==> src/rtl/lvds_7to1_tx_gearbox.sv <==
// 7:1 LVDS transmit gearbox: two 7-bit words per lane per 7-cycle period are
// serialized into 2-bit DDR chunks, with a matching 1100011 clock-lane pattern.
module lvds_7to1_tx_gearbox #(
  parameter int         LANES     = 4,
  parameter logic [6:0] IDLE_WORD = 7'h00
) (
  input  logic                 clkin,
  input  logic                 reset,
  input  logic                 lock,
  input  logic [7*LANES-1:0]   in_data,
  input  logic                 in_valid,
  output logic                 in_ready,
  output logic [2*LANES-1:0]   out_data,
  output logic [1:0]           out_clk,
  output logic                 underflow
);

  localparam logic [2:0] PH_SLOT_A = 3'd6;
  localparam logic [2:0] PH_SLOT_B = 3'd2;

  logic       lock_meta;
  logic       lock_sync;
  logic [2:0] ph;
  logic [6:0] word_a [LANES];
  logic [6:0] word_b [LANES];
  logic       slot_a;
  logic       slot_b;

  // Serial order per period is {wB, wA}, two bits per phase, LSB first.
  function automatic logic [1:0] chunk_sel(input logic [2:0] p,
                                           input logic [6:0] a,
                                           input logic [6:0] b);
    case (p)
      3'd0:    chunk_sel = {a[1], a[0]};
      3'd1:    chunk_sel = {a[3], a[2]};
      3'd2:    chunk_sel = {a[5], a[4]};
      3'd3:    chunk_sel = {b[0], a[6]};
      3'd4:    chunk_sel = {b[2], b[1]};
      3'd5:    chunk_sel = {b[4], b[3]};
      default: chunk_sel = {b[6], b[5]};
    endcase
  endfunction

  function automatic logic [1:0] clk_sel(input logic [2:0] p);
    case (p)
      3'd0:    clk_sel = 2'b11;
      3'd1:    clk_sel = 2'b00;
      3'd2:    clk_sel = 2'b10;
      3'd3:    clk_sel = 2'b11;
      3'd4:    clk_sel = 2'b01;
      3'd5:    clk_sel = 2'b00;
      default: clk_sel = 2'b11;
    endcase
  endfunction

  assign slot_a   = lock_sync && (ph == PH_SLOT_A);
  assign slot_b   = lock_sync && (ph == PH_SLOT_B);
  assign in_ready = slot_a || slot_b;

  always_ff @(posedge clkin or posedge reset) begin
    if (reset) begin
      lock_meta <= 1'b0;
      lock_sync <= 1'b0;
    end else begin
      lock_meta <= lock;
      lock_sync <= lock_meta;
    end
  end

  // Holding ph at 6 while unlocked makes the first locked cycle a slot-A cycle.
  always_ff @(posedge clkin or posedge reset) begin
    if (reset) begin
      ph <= PH_SLOT_A;
    end else if (!lock_sync || ph == PH_SLOT_A) begin
      ph <= lock_sync ? 3'd0 : PH_SLOT_A;
    end else begin
      ph <= ph + 3'd1;
    end
  end

  always_ff @(posedge clkin or posedge reset) begin
    if (reset) begin
      underflow <= 1'b0;
      for (int l = 0; l < LANES; l++) begin
        word_a[l] <= '0;
        word_b[l] <= '0;
      end
    end else begin
      underflow <= (slot_a || slot_b) && !in_valid;
      for (int l = 0; l < LANES; l++) begin
        if (!lock_sync) begin
          word_a[l] <= '0;
          word_b[l] <= '0;
        end else if (slot_a) begin
          word_a[l] <= in_valid ? in_data[7*l +: 7] : IDLE_WORD;
        end else if (slot_b) begin
          word_b[l] <= in_valid ? in_data[7*l +: 7] : IDLE_WORD;
        end
      end
    end
  end

  always_ff @(posedge clkin or posedge reset) begin
    if (reset) begin
      out_data <= '0;
      out_clk  <= '0;
    end else if (!lock_sync) begin
      out_data <= '0;
      out_clk  <= '0;
    end else begin
      out_clk <= clk_sel(ph);
      for (int l = 0; l < LANES; l++) begin
        out_data[2*l +: 2] <= chunk_sel(ph, word_a[l], word_b[l]);
      end
    end
  end

endmodule

==> config.mk <==
export PLATFORM = sky130hd
export DESIGN_NAME = lvds_7to1_tx_gearbox
export DESIGN_NICKNAME = d
export VERILOG_FILES = /design/src/rtl/lvds_7to1_tx_gearbox.sv
export SDC_FILE = /design/constraint.sdc
export NUM_CORES = 1
export LEC_CHECK = 0
export CORE_MARGIN = 2
export CORE_UTILIZATION = 25
export CTS_CLUSTER_SIZE = 20
export DETAILED_ROUTE_END_ITERATION = 8
export GPL_ROUTABILITY_DRIVEN = 0
export PLACE_DENSITY = 0.43
export SLEW_MARGIN = 20
export SYNTH_ARGS = -nofsm -noshare
export SYNTH_HDL_FRONTEND = slang
export SYNTH_SLANG_ARGS = --single-unit
==> constraint.sdc <==
create_clock -name clkin -period 2.25 [get_ports clkin]
set_clock_uncertainty 0.05 [all_clocks]
set_input_delay 0.3375 -clock clkin [delete_from_list [all_inputs] [get_ports clkin]]
set_output_delay 0.3375 -clock clkin [all_outputs]
set_load 0.005 [all_outputs]
==> impl_metrics.ini <==
[cts]
numCtsBuffers = 9
cts_tree = built
clockBufferDepth = 2
clk_pin_slew_ns = 0.06
cts_hold_buf = 0
cts_htree_levels = 3
post_cts_buffers = 0
root_buffer = clkbuf_16
clk_latency_ns = 0.34
post_cts_resize_count = 1
clock_sinks = 72

[worst_setup_path]
rr_worst_depth = 5
cp_slowest_cell = clkdlybuf4s50_1
start_kind = flip-flop
cp_top_family = buffers and inverters
crit_type = reg -> out
critical_path_arrival_ns = 1.76
slowest_delay_ns = 0.51
r2r_end = out_data[7]
cp.required_ns = 1.86
cp_max_fo = 7
cp-end-kind = output port
r2r-start = ph[2]
critical_path_buf_inv_count = 2
regToRegSetupSlack_ns = 0.39
crit_chain = inv_1 > ha_4 > and2_1 > clkdlybuf4s50_1

[sta]
period_needed_ns = 2.15
worst_pin_slew_ns = 0.675
layout_setup_ws_ns = 0.104
rsz0062_at_grt = no
finalMaxSlewViolations = 0
finalHoldViolations = 0
setup_viol = 0
max_freq_mhz = 466
period_share = 0.954
slew-limit-headroom = 0.549
tns_ns = 0

[detailed_routing]
vias = 2683
final_antenna_net_count = 0
wirelength_um = 9480
drcViolationCount = 0
drtPass1Iterations = 4
drt_iter0_drc = 243
vias_per_cell = 4.76
wire_per_inst_um = 16.8

[power]
p_per_area_mw_per_mm2 = 1090
p_total_uw = 4690
ir_worst_vdd_v = 0.000379
static-leakage-power_uw = 0.00178

[synth]
yosys.area.top_type = dfrtp_1
synth-simple-area-share = 0.192
ys_seq_area_frac = 0.547
ys_types = 27
ys.flop_type = dfrtp_1
synth_top_family_by_area = simple AND/OR/NAND/NOR gates
avgSynthCellArea_um2 = 9.53
ys_ff_latch = 72
synthMuxAreaShare = 0.0456
synthCells = 346
ys_async_sr_fraction = 1.00
synth_area_mm2 = 0.00330
synthXorXnorAreaFrac = 0
syn_nets = 384
ys_top_cells_by_count = dfrtp_1, nand3_1, nand2_1
yosysMostFrequentCell = dfrtp_1
ys_top_cells_by_area = dfrtp_1, nand3_1, a21oi_1
synth_compound_area_frac = 0.142
synth_edf_count = 0
netlist.area_leader.share = 0.532
ys_warn_count = 0
synthAdderAreaFrac = 0.0228

[placed_design]
dp_hpwl_um = 6130
place_ws_ns = 0.348
port_buffers = 43
place_inst = 548

[floorplanning]
die_area_mm2 = 0.0141
core_area_mm2 = 0.0127
die_y_um = 119
die_w_um = 119
pin_count = 44
row_count = 41
start_util = 0.259

[grt]
grt_pass1_wl_um = 15500
groute.usage.overall = 0.142
grt_pass1_vias = 2716
antenna_found_initial = 0
overflow = 0
grt_max_degree = 58

[layout]
drive_above_1_share = 0.133
n_antenna_cell = 0
nets = 425
final_cells = 564
syn_to_final_growth_pct = 30.2

[hold_path]
min_path_cells = 0
hold_path_end = lock_sync
hp-class = reg -> reg
hp-start = lock_meta

[run_status]
status = completed

[flow_run]
drv_cap = 0
==> sequential cells by signal (all words and copies together), names as in the netlist <==
| register | flops |
|---|---|
| lock_meta | 1 |
| lock_sync | 1 |
| out_clk | 2 |
| out_data | 8 |
| ph | 3 |
| underflow | 1 |
| word_a | 28 |
| word_b | 28 |
==> per-stage QoR <==
| stage | utilization | instance area (um^2) | hold WS (ns) |
|---|---|---|---|
| finish | 0.337 | 4290 | 0.297 |
| global route | 0.337 | 4290 | 0.306 |
| CTS | 0.336 | 4280 | 0.300 |
| detailed placement | 0.311 | 3960 | 0.288 |
| global placement | 0.311 | 3960 | 0.290 |
| floorplan | - | 3300 | 0.281 |
==> layout make-up <==
type / instances / area, um^2
Multi-Input combinational cell: 238 / 1340
Inverter: 6 / 22.5
Fill cell: 1353 / 8430
Tap cell: 172 / 215
Clock inverter: 4 / 51.3
Clock buffer: 12 / 267
Timing Repair Buffer: 60 / 591
Sequential cell: 72 / 1810
==> power breakdown <==
part / internal [uW] / leakage, uW / switching (uW)
Sequential: 1510 / 0.000976 / 147
Combinational: 598 / 0.000645 / 935
Clock: 949 / 0.000155 / 552
Total: 3060 / 0.00178 / 1630
==> kinds of logic after synthesis <==
logic type / Yosys count
buffers and inverters: 36
AND/OR/NAND/NOR: 137
adder cells (fa/ha/maj): 6
flip-flops: 72
multiplexers: 14
AO/OA/AOI/OAI: 81
==> metal layers <==
| layer | GRT usage | up-vias | wire [um] |
|---|---|---|---|
| met5 | 0 | - | 0 |
| met1 | 0.197 | 1320 | 4670 |
| li1 | - | 1299 | - |
| met2 | 0.217 | 57 | 4350 |
| met4 | 0.0335 | 0 | 115 |
| met3 | 0.0450 | 7 | 347 |
==> cells in the final DEF (no fill, tap or decap), types with 2 or more instances in the layout <==
| master | count |
|---|---|
| ha_1 | 5 |
| mux2i_1 | 6 |
| nor3_1 | 2 |
| clkbuf_8 | 3 |
| o21ai_0 | 7 |
| mux2_2 | 8 |
| nand3_1 | 64 |
| clkdlybuf4s50_1 | 42 |
| or2_2 | 2 |
| dfstp_2 | 2 |
| o221ai_1 | 5 |
| dfrtp_1 | 69 |
| and2_1 | 2 |
| nand2_1 | 62 |
| buf_12 | 3 |
| clkbuf_16 | 9 |
| a21oi_1 | 59 |
| buf_4 | 14 |
| inv_1 | 4 |
| a222oi_1 | 7 |
==> worst max path at each step <==
stage	startpoint	endpoint	slack, ns	cells after the start
final	ph[0]	in_ready	0.10	4
after global routing	ph[0]	in_ready	0.04	4
after CTS	ph[0]	in_ready	0.04	4
after detailed placement	ph[0]	out_data[7]	0.35	6
after global placement	ph[1]	in_ready	0.38	3
after floorplan	reset	lock_meta	0.04	1
Power figures use the tool's default switching activity.
